===== src/rtl/gpu_clut_loader_if.sv =====
// Memory read port plus CLUT cache write port of the CLUT loader.
// Latency: none, this is a bundle of wires.
// Backpressure: i_memAck holds the request, i_memDataValid paces each beat.
interface gpu_clut_loader_if;
  // memory arbiter read port
  logic        o_memReq;
  logic [14:0] o_memAdr;
  logic        i_memAck;
  logic        i_memDataValid;
  logic [31:0] i_memData;
  // CLUT cache write port
  logic        o_clutWrite;
  logic [6:0]  o_clutWrAdr;
  logic [31:0] o_clutWrData;

  // loader side
  modport master (
    output o_memReq,
    output o_memAdr,
    input  i_memAck,
    input  i_memDataValid,
    input  i_memData,
    output o_clutWrite,
    output o_clutWrAdr,
    output o_clutWrData
  );

  // memory / cache side
  modport slave (
    input  o_memReq,
    input  o_memAdr,
    output i_memAck,
    output i_memDataValid,
    output i_memData,
    input  o_clutWrite,
    input  o_clutWrAdr,
    input  o_clutWrData
  );
endinterface


===== src/rtl/gpu_clut_loader.sv =====
// Fetches 16-entry CLUT packets (8 x 32-bit beats) from VRAM into the CLUT cache.
// Latency: request the cycle after start, write same cycle as beat, 11 cycles/packet min.
// Backpressure: request held until ack, beats may be gapped, load never aborts mid-packet.
module gpu_clut_loader (
  input  logic              i_clk,
  input  logic              i_nRstGPU,
  input  logic              i_loadActive,
  input  logic              i_stillRemainingClutPacket,
  input  logic [14:0]       i_adrClutCacheUpdate,
  input  logic [3:0]        i_currentClutBlock,
  output logic              o_decClutCount,
  output logic              o_endClutLoading,
  output logic              o_busy,
  gpu_clut_loader_if.master bus
);

  localparam logic [2:0] S_IDLE = 3'd0;
  localparam logic [2:0] S_REQ  = 3'd1;
  localparam logic [2:0] S_DATA = 3'd2;
  localparam logic [2:0] S_DEC  = 3'd3;
  localparam logic [2:0] S_DONE = 3'd4;

  logic [2:0]  state_q, state_d;
  logic [2:0]  beat_q,  beat_d;
  logic [14:0] adr_q,   adr_d;
  logic [3:0]  block_q, block_d;

  logic start_load;
  logic beat_wr;

  // a new packet is started whenever the manager still has one pending
  assign start_load = (state_q == S_IDLE) && i_loadActive && i_stillRemainingClutPacket;
  // only beats that arrive while collecting data reach the cache
  assign beat_wr    = (state_q == S_DATA) && bus.i_memDataValid;

  // next-state logic; the manager count minus one selects the cache block,
  // so count 16 (low bits 0) maps to block 15 and count 1 to block 0
  always_comb begin
    state_d = state_q;
    beat_d  = beat_q;
    adr_d   = adr_q;
    block_d = block_q;
    case (state_q)
      S_IDLE: begin
        if (start_load) begin
          adr_d   = i_adrClutCacheUpdate;
          block_d = i_currentClutBlock - 4'd1;
          state_d = S_REQ;
        end else if (i_loadActive) begin
          state_d = S_DONE;
        end
      end
      S_REQ: begin
        if (bus.i_memAck) begin
          beat_d  = 3'd0;
          state_d = S_DATA;
        end
      end
      S_DATA: begin
        if (bus.i_memDataValid) begin
          beat_d = beat_q + 3'd1;
          if (beat_q == 3'd7) begin
            state_d = S_DEC;
          end
        end
      end
      // manager decrements its count on this edge, IDLE then sees the new value
      S_DEC:   state_d = S_IDLE;
      // gives the manager one cycle to drop its loading flag
      S_DONE:  state_d = S_IDLE;
      default: state_d = S_IDLE;
    endcase
  end

  // state registers with synchronous active-low reset
  always_ff @(posedge i_clk) begin
    if (!i_nRstGPU) begin
      state_q <= S_IDLE;
      beat_q  <= 3'd0;
      adr_q   <= 15'd0;
      block_q <= 4'd0;
    end else begin
      state_q <= state_d;
      beat_q  <= beat_d;
      adr_q   <= adr_d;
      block_q <= block_d;
    end
  end

  // handshake outputs decoded from the current state
  assign bus.o_memReq     = (state_q == S_REQ);
  assign bus.o_memAdr     = adr_q;
  assign o_decClutCount   = (state_q == S_DEC);
  assign o_endClutLoading = (state_q == S_IDLE) && i_loadActive && !i_stillRemainingClutPacket;
  assign o_busy           = (state_q != S_IDLE);

  // cache write is combinational from the beat; data is zeroed when not writing
  assign bus.o_clutWrite  = beat_wr;
  assign bus.o_clutWrAdr  = {block_q, beat_q};
  assign bus.o_clutWrData = beat_wr ? bus.i_memData : 32'd0;

endmodule


===== src/flat_wrapper.sv =====
// flat-port wrapper written by rule: the top's interface ports become plain ports
module gpu_clut_loader_flat 
  (i_clk, i_nRstGPU, i_loadActive, i_stillRemainingClutPacket, i_adrClutCacheUpdate, i_currentClutBlock, o_decClutCount, o_endClutLoading, o_busy, bus_o_memReq, bus_o_memAdr, bus_i_memAck, bus_i_memDataValid, bus_i_memData, bus_o_clutWrite, bus_o_clutWrAdr, bus_o_clutWrData);
  gpu_clut_loader_if bus_i ();
  input  logic i_clk;
  input  logic i_nRstGPU;
  input  logic i_loadActive;
  input  logic i_stillRemainingClutPacket;
  input  logic [14:0] i_adrClutCacheUpdate;
  input  logic [3:0] i_currentClutBlock;
  output logic o_decClutCount;
  output logic o_endClutLoading;
  output logic o_busy;
  output wire logic [$bits(bus_i.o_memReq)-1:0] bus_o_memReq;
  output wire logic [$bits(bus_i.o_memAdr)-1:0] bus_o_memAdr;
  input wire logic [$bits(bus_i.i_memAck)-1:0] bus_i_memAck;
  input wire logic [$bits(bus_i.i_memDataValid)-1:0] bus_i_memDataValid;
  input wire logic [$bits(bus_i.i_memData)-1:0] bus_i_memData;
  output wire logic [$bits(bus_i.o_clutWrite)-1:0] bus_o_clutWrite;
  output wire logic [$bits(bus_i.o_clutWrAdr)-1:0] bus_o_clutWrAdr;
  output wire logic [$bits(bus_i.o_clutWrData)-1:0] bus_o_clutWrData;
  assign bus_o_memReq = bus_i.o_memReq;
  assign bus_o_memAdr = bus_i.o_memAdr;
  assign bus_i.i_memAck = bus_i_memAck;
  assign bus_i.i_memDataValid = bus_i_memDataValid;
  assign bus_i.i_memData = bus_i_memData;
  assign bus_o_clutWrite = bus_i.o_clutWrite;
  assign bus_o_clutWrAdr = bus_i.o_clutWrAdr;
  assign bus_o_clutWrData = bus_i.o_clutWrData;
  gpu_clut_loader u_core (.i_clk(i_clk), .i_nRstGPU(i_nRstGPU), .i_loadActive(i_loadActive), .i_stillRemainingClutPacket(i_stillRemainingClutPacket), .i_adrClutCacheUpdate(i_adrClutCacheUpdate), .i_currentClutBlock(i_currentClutBlock), .o_decClutCount(o_decClutCount), .o_endClutLoading(o_endClutLoading), .o_busy(o_busy), .bus(bus_i));
endmodule

===== config.mk =====
export PLATFORM = sky130hd
export DESIGN_NAME = gpu_clut_loader_flat
export DESIGN_NICKNAME = d
export VERILOG_FILES = /design/src/rtl/gpu_clut_loader_if.sv /design/src/rtl/gpu_clut_loader.sv /design/src/flat_wrapper.sv
export SDC_FILE = /design/constraint.sdc
export NUM_CORES = 1
export LEC_CHECK = 0
export CORE_MARGIN = 1.5
export CORE_UTILIZATION = 32
export DETAILED_ROUTE_END_ITERATION = 12
export GPL_TIMING_DRIVEN = 0
export PLACE_DENSITY = 0.88
export REMOVE_ABC_BUFFERS = 1
export SYNTH_ARGS = -nofsm -noshare
export SYNTH_HDL_FRONTEND = slang
export SYNTH_SLANG_ARGS = --single-unit

===== constraint.sdc =====
create_clock -name i_clk -period 2 [get_ports i_clk]
set_input_delay 0.5 -clock i_clk [delete_from_list [all_inputs] [get_ports i_clk]]
set_output_delay 0.5 -clock i_clk [all_outputs]
set_load 0.01 [all_outputs]

### After elaboration in Yosys (flattened, before gate mapping)

Cells that the tools add are included.

* add/sub/neg operators: 2
* mux-type cells: 10
* eq/ne operators: 8
* reductions and logical operators: 11

Operator list (count)
* $mux 32: 1
* $mux 3: 7
* $pmux 3 s3: 1
* $eq 3x2->1 const B: 2
* $pmux 3 s2: 1
* $logic_and 1x1->1: 4
* $ne 2x2->1 const B: 2
* $reduce_and 4->1: 1
* $sub 4x1->4 const B: 1
* $add 3x1->3 const B: 1
* $eq 3x1->1 const B: 1
* $eq 3x3->1 const B: 1
* $logic_not 3->1: 1
* $ne 3x2->1 const B: 1
* $reduce_and 3->1: 1
* $reduce_bool 3->1: 1
* $ne 2x1->1 const B: 1
* $reduce_and 2->1: 1
* $reduce_bool 2->1: 1
* $logic_not 1->1: 1

* input bits: 57
* logic and storage cells: 35
* register bits: 25

### Longest topological paths before layout

Gate-level depths: netlist (run 1).

* word-level depth: 5
* mapped depth: 6
* gate-level depth less buffers: 5

### Worst setup path before layout (run 1)

Ideal clock, no wire load.

* path type: input -> output
* start point: input bus_i_memDataValid
* end point: output bus_o_clutWrData[26]
* path slack: 0.289 ns
* path buffers: 2
* stages on the path: 4
* arrival: 1.211 ns
* cells stage by stage: nor4bb_1 > buf_4 > buf_8 > and2_1

* longest elaborated chain between the ends: 2

Ends and longest elaborated chain
* start, declared: line flat_wrapper.sv:17 `input wire logic [$bits(bus_i.i_memDataValid)-1:0] bus_i_memDataValid;`
* $logic_and 1x1->1: line gpu_clut_loader.sv:34 `assign beat_wr = (state_q == S_DATA) && bus.i_memDataValid;`
* named net bus_o_clutWrite: line flat_wrapper.sv:19 `output wire logic [$bits(bus_i.o_clutWrite)-1:0] bus_o_clutWrite;`
* $mux 32: line gpu_clut_loader.sv:100 `assign bus.o_clutWrData = beat_wr ? bus.i_memData : 32'd0;`
* end, declared: line flat_wrapper.sv:21 `output wire logic [$bits(bus_i.o_clutWrData)-1:0] bus_o_clutWrData;`

The timed path passes the listed nets, and every way through them passes these cells.

### Worst setup path after layout (run 1)

* start point: register u_core.state_q[2]
* end point: output bus_o_clutWrData[16]

* longest elaborated chain between the ends: 3

Ends and longest elaborated chain
* start, declared: line gpu_clut_loader.sv:23 `logic [2:0] state_q, state_d;`
* start signal, assigned: line gpu_clut_loader.sv:83 `state_q <= state_d;`
* $eq 3x2->1: line gpu_clut_loader.sv:34
* $logic_and 1x1->1: line gpu_clut_loader.sv:34
* $mux 32: line gpu_clut_loader.sv:100

Every way passes these cells.

==> results.py, run 1 <==
metrics = {
    "sta": {
        "finalCritPeriodShare_pct": 105,
        "relSlewSlack_pct": 53.7,
        "worst_slack_ns": -0.104,
        "worstMarginPinSlew_ns": 0.691,
        "fin_worst_skew_ns": 0.00296,
        "setup_viol": 21,
        "finalSetupTns_ns": -1.54,
        "layout_min_cycle_time_ns": 2.10,
        "drv_slew": 0,
        "finalHoldViolCount": 0,
        "grt_setup_unrepaired": "true",
        "fin_worst_hold_slack_ns": 0.481,
        "max_freq_mhz": 475,
    },
    "run": {
        "cap_violations": 0,
    },
    "synth": {
        "synth_ff_type": "dfxtp_1",
        "syn_inst": 163,
        "syn_area_sq_um": 1380,
        "synth-edff-count": 0,
        "ys_ff_latch": 25,
        "async_flop_share_pct": 0,
        "synth.distinct_cells": 31,
        "synth_seq_area_share_pct": 36.3,
        "avgSynthCellArea_sq_um": 8.47,
        "yosys_warnings": 0,
    },
    "clock_network": {
        "clk-insertion-delay-late_ns": 0.27,
        "cts_tree": "built",
        "root_buffer": "clkbuf_8",
        "cts_max_path_buffers": 2,
        "clk_pin_slew_ns": 0.09,
        "ctsHoldBuffers": 0,
        "h-tree-depth": 1,
        "clock-sinks": 25,
        "cts_made_buffers": 3,
    },
    "critical_path": {
        "timing.rr.end": "u_core.block_q[0]",
        "r2r-start": "u_core.state_q[0]",
        "crit_fanout": 7,
        "reg2reg_slack_ns": 0.34,
        "cp.arrival_ns": 1.60,
        "worst_ep_required_time_ns": 1.50,
        "critical_path_class": "reg2out",
        "end_kind": "output pin",
        "rr_worst_depth": 7,
        "startpoint_type": "flip-flop",
    },
    "global_routing": {
        "grt_pass1_wl_mm": 7.80,
        "grt_pass1_vias": 1542,
        "grt_max_degree": 20,
        "grt_use_total_pct": 22.1,
        "antenna_found_initial": 0,
        "grt-ovfl-total": 0,
    },
    "pwr": {
        "swShare_pct": 28.7,
        "irDropWorstVdd_uv": 333,
        "p_seq_share_pct": 41.5,
        "clockPowerShare_pct": 22.8,
        "power_density_nw_per_um2": 465,
        "internal_power_w": 0.000943,
        "switchingPower_w": 0.000379,
        "leakagePower_nw": 1.18,
        "pwr-share-comb_pct": 35.7,
    },
    "layout": {
        "num_antenna_cells": 0,
        "layout_common_cells": "clkdlybuf4s50_1 (77), buf_6 (35), a21oi_1 (23)",
        "area_delta_synth_final_pct": 106,
        "design_area_sq_um": 2850,
        "final_common_cell": "clkdlybuf4s50_1",
        "final_net_count": 353,
        "drive_above_1_share_pct": 33.6,
    },
    "drt": {
        "vias": 1648,
        "vias_per_cell": 4.82,
        "drt_pass1_iterations": 4,
        "routed_wl_mm": 5.48,
        "wire_per_inst_um": 16.0,
        "drc": 0,
        "detail_route.iter0.violations": 155,
        "postRouteAntennaNets": 0,
    },
    "die": {
        "dieArea_sq_um": 4720,
        "coreArea_sq_um": 4090,
        "io_pins": 116,
        "die_y_um": 68.7,
        "rows": 23,
        "die_width_um": 68.7,
        "initial_core_util_pct": 33.8,
    },
    "min_path": {
        "hold_path.class": "reg2reg",
        "min_to": "u_core.bus.o_memAdr[10]",
        "min_from": "u_core.bus.o_memAdr[10]",
        "hold_depth": 2,
    },
    "run_status": {
        "status": "finished with violations",
        "violations": "negative setup slack",
    },
    "placement": {
        "placed_area_sq_um": 2490,
        "hpwl_mm": 3.53,
        "gp_congestion": 0.758,
        "pre_cts_ws_ns": -1.24,
        "place.port_buffers": 115,
    },
}
==> state kept, by name, summed over array words and instances (netlist names) <==
signal,count
u_core.block_q,4
u_core.beat_q,3
u_core.bus.o_memAdr,15
u_core.state_q,3
==> stage by stage <==
step / power [W] / std cells / utilization (%)
6_report: 0.00132 / 342 / 69.6
5_1_grt: 0.00139 / 342 / 69.6
4_1_cts: 0.00131 / 338 / 66.4
3_5_place_dp: 0.000941 / 316 / 60.9
3_3_place_gp: 0.000929 / 315 / 60.2
2_1_floorplan: 0.000695 / 150 / -
==> cell usage after synthesis (all sizes together), types with 3 or more instances <==
cell	n	share of area, %
a21oi	23	8.3
nor2	3	0.82
nand2	4	1.1
and2	34	16
o21ai	19	6.9
inv	3	0.82
ha	3	2.7
dfxtp	25	36
nand3	17	6.2
buf	11	9.2
a211oi	4	2.2
==> kinds of logic after synthesis <==
| family | after synthesis | synth area share (%) |
|---|---|---|
| AND/OR/NAND/NOR | 69 | 30.8 |
| AO/OA/AOI/OAI | 47 | 18.1 |
| buffers and inverters | 17 | 10.8 |
| flip-flops | 25 | 36.3 |
| XOR/XNOR | 2 | 1.27 |
| adder cells (fa/ha/maj) | 3 | 2.72 |
==> power by group through the flow <==
stage               clock [W]  combinational (W)  sequential, W
floorplan                   0           0.000125       0.000570
global placement            0           0.000368       0.000561
global route         0.000333           0.000504       0.000553
detailed placement          0           0.000376       0.000565
CTS                  0.000313           0.000443       0.000549
finish               0.000301           0.000472       0.000549
==> routing by layer <==
metal	up-vias	GRT usage, %	part of all wire [%]	wire, um
li1	821	-	-	-
met1	775	27.0	41	2250
met2	44	38.8	54	2950
met3	8	3.73	3.7	200
met4	0	7.25	1.2	68
met5	-	0	0	0
==> final cells by class <==
class / count / area (sq um)
flip-flops and latches: 25 / 512
multi-input cells: 122 / 821
clock buffers: 3 / 41.3
clock inverters: 1 / 5.00
repair buffers: 137 / 1390
inverters: 4 / 17.5
fillers: 326 / 1240
well taps: 50 / 62.6
==> worst max path at each step <==
stage	start	endpoint	slack (ns)
global route	u_core.state_q[2]	bus_o_clutWrData[21]	-0.17
finish	u_core.state_q[2]	bus_o_clutWrData[16]	-0.10
CTS	u_core.state_q[0]	bus_o_clutWrData[22]	-0.11
floorplan	bus_i_memDataValid	bus_o_clutWrData[0]	-1.41
detailed placement	u_core.state_q[0]	o_endClutLoading	-1.24
global placement	bus_i_memDataValid	bus_o_clutWrData[30]	-3.27
==> critical path, stage by stage (launching register included) <==
cell	delay, ns
dfxtp_4	0.38
nor4bb_4	0.31
buf_4	0.18
buf_6	0.11
buf_6	0.12
and2_4	0.15
buf_6	0.09
==> what timing repair did <==
| item | CTS | global route |
|---|---|---|
| cloned | 3 | 0 |
| setup endpoints to repair | 57 | 34 |
| setup buffers | 15 | 4 |
| gates resized for setup | 180 | 28 |
| pin swaps | 13 | 13 |
No activity file was read; power rests on OpenSTA's default activity.
==> run 2: changes to the inputs <==
--- a/config.mk
+++ b/config.mk
@@ -7,3 +7,3 @@
 export LEC_CHECK = 0
-export CORE_MARGIN = 1.5
+export CORE_MARGIN = 8
 export CORE_UTILIZATION = 32
@@ -13,2 +13,3 @@
 export REMOVE_ABC_BUFFERS = 1
+export SKIP_LAST_GASP = 1
 export SYNTH_ARGS = -nofsm -noshare
==> constraint.sdc (replaced) <==
create_clock -name i_clk -period 2 [get_ports i_clk]
set_input_delay 0.3 -clock i_clk [delete_from_list [all_inputs] [get_ports i_clk]]
set_output_delay 0.3 -clock i_clk [all_outputs]
set_load 0.01 [all_outputs]
==> results.py, run 2 (synthesis gave the netlist of run 1 again) <==
metrics = {
    "run_status": {
        "status": "finished clean",
    },
    "clock_network": {
        "cts_made_buffers": 3,
        "h-tree-depth": 1,
        "root_buffer": "clkbuf_8",
        "cts_max_path_buffers": 2,
        "clk_pin_slew_ns": 0.09,
        "cts_tree": "built",
        "clk-insertion-delay-late_ns": 0.27,
        "clock-sinks": 25,
    },
    "critical_path": {
        "worst_ep_required_time_ns": 1.70,
        "cpMaxStageDelayCell": "dfxtp_4",
        "timing.rr.end": "u_core.bus.o_memAdr[14]",
        "critPathBufInv": 3,
        "startpoint_type": "flip-flop",
        "rr_worst_depth": 5,
        "worstPathCellList": "nor4bb_4 -> buf_4 -> buf_4 -> and2_1 -> dlygate4sd2_1",
        "end_kind": "output pin",
        "crit_top_cell": "buf_4",
        "cp_top_family": "buffers and inverters",
        "worst_path_largest_cell_delay_ns": 0.37,
        "crit_fanout": 11,
        "critical_path_class": "reg2out",
        "cp.arrival_ns": 1.62,
        "r2r-start": "u_core.state_q[1]",
        "reg2reg_slack_ns": 0.42,
    },
    "placement": {
        "place.port_buffers": 115,
        "placed_area_sq_um": 2490,
        "gp_congestion": 0.826,
        "pre_cts_ws_ns": -0.968,
        "hpwl_mm": 4.27,
    },
    "drt": {
        "highest_layer": "met4",
        "routed_wl_mm": 5.82,
        "postRouteAntennaNets": 0,
        "wl_met2_mm": 3.29,
        "detail_route.iter0.violations": 64,
        "wl_met1_mm": 2.18,
        "vias_per_cell": 4.78,
        "vias": 1606,
        "drc": 0,
        "drt_pass1_iterations": 4,
        "met3_wirelength_um": 267,
        "wire_per_inst_um": 17.3,
    },
    "sta": {
        "worstMarginPinSlew_ns": 0.672,
        "layout_min_cycle_time_ns": 1.92,
        "finalSetupTns_ns": 0,
        "worst_slack_ns": 0.0842,
        "finalCritPeriodShare_pct": 95.8,
        "drv_slew": 0,
        "relSlewSlack_pct": 55.2,
        "max_freq_mhz": 522,
        "finalHoldViolCount": 0,
        "setup_viol": 0,
        "fin_worst_skew_ns": 0.00821,
    },
    "global_routing": {
        "grt_max_degree": 20,
        "grt_use_total_pct": 16.9,
        "grt-ovfl-total": 0,
        "grt_pass1_vias": 1678,
        "antenna_found_initial": 0,
        "grt_pass1_wl_mm": 8.77,
    },
    "die": {
        "io_pins": 116,
        "die_y_um": 81.7,
        "coreArea_sq_um": 4260,
        "rows": 24,
        "die_width_um": 81.7,
        "dieArea_sq_um": 6670,
        "initial_core_util_pct": 32.4,
    },
    "min_path": {
        "min_to": "u_core.bus.o_memAdr[0]",
        "hold_path.class": "reg2reg",
        "min_from": "u_core.bus.o_memAdr[0]",
        "hold_depth": 2,
    },
    "layout": {
        "nFillCells": 408,
        "num_antenna_cells": 0,
        "largest_reg_flops": 15,
        "final_net_count": 345,
        "design_area_sq_um": 2610,
        "final_common_cell": "clkdlybuf4s50_1",
        "layout_common_cells": "clkdlybuf4s50_1 (78), and2_1 (25), a21oi_1 (23)",
        "drive_above_1_share_pct": 19.4,
        "area_delta_synth_final_pct": 88.8,
    },
    "pwr": {
        "power_density_nw_per_um2": 489,
        "leakagePower_nw": 1.15,
        "irDropWorstVdd_uv": 400,
    },
    "run": {
        "cap_violations": 0,
    },
}
==> run 2: changes by cell type in the layout (fill, tap and decap cells not counted), moves of 7 or more <==
cell / change
and2_1: +20
clkdlybuf4s15_1: +8
buf_6: -34
clkbuf_2: +15
and2_4: -20
dlymetal6s2s_1: +7
==> run 2: where the power goes <==
part / internal [W] / total, W / switching, W
Combinational: 0.000237 / 0.000421 / 0.000184
Clock: 0.000141 / 0.000307 / 0.000166
Sequential: 0.000527 / 0.000547 / 0.0000202
Total: 0.000905 / 0.00128 / 0.000370
==> run 2: area by class of cell <==
type	count	area [sq um]	share of cell area (%)
clock buffers	3	41.3	1.58
well taps	52	65.1	2.50
flip-flops and latches	25	512	19.6
repair buffers	129	1200	46.0
inverters	4	17.5	0.672
multi-input cells	122	764	29.3
clock inverters	1	7.51	0.288
==> run 2: repair_timing <==
action | 4_1_cts | 5_1_grt
pin swaps | 2 | 0
buffers inserted | 9 | 4
resized for setup | 51 | 46
endpoints found under the setup margin | 55 | 36
cloned | 2 | 0
hold buffers | 0 | 0
==> run 2: how the worst max path moves through the flow <==
| stage | startpoint | to | slack (ns) | cells past startpoint |
|---|---|---|---|---|
| after floorplan | u_core.state_q[1] | bus_o_clutWrData[0] | -1.14 | 2 |
| after global placement | bus_i_memDataValid | bus_o_clutWrData[0] | -2.82 | 4 |
| after detailed placement | u_core.state_q[0] | o_endClutLoading | -0.97 | 4 |
| after CTS | u_core.state_q[1] | o_endClutLoading | -0.27 | 5 |
| after global routing | u_core.state_q[2] | o_endClutLoading | -0.0004 | 5 |
| final | u_core.state_q[1] | bus_o_clutWrData[17] | 0.08 | 5 |
==> run 2: metrics by stage <==
stage / hold WS, ns / utilization (%) / total power (W) / cells
2_1_floorplan: 0.397 / - / 0.000695 / 150
3_3_place_gp: 0.460 / 57.7 / 0.000930 / 317
3_5_place_dp: 0.469 / 58.4 / 0.000943 / 318
4_1_cts: 0.480 / 61.7 / 0.00128 / 333
5_1_grt: 0.508 / 61.1 / 0.00135 / 336
6_report: 0.482 / 61.1 / 0.00128 / 336
==> run 2: tightest hold or removal path, delay by kind of cell, from the launching register on <==
| family | cells | cell delay (ns) |
|---|---|---|
| AO/OA/AOI/OAI | 2 | 0.12 |
| flip-flops | 1 | 0.32 |
==> run 2: layer usage <==
layer	vias up	global-route usage (%)
li1	802	-
met1	756	18.2
met2	39	32.3
met3	9	3.94
met4	0	3.86
met5	-	0
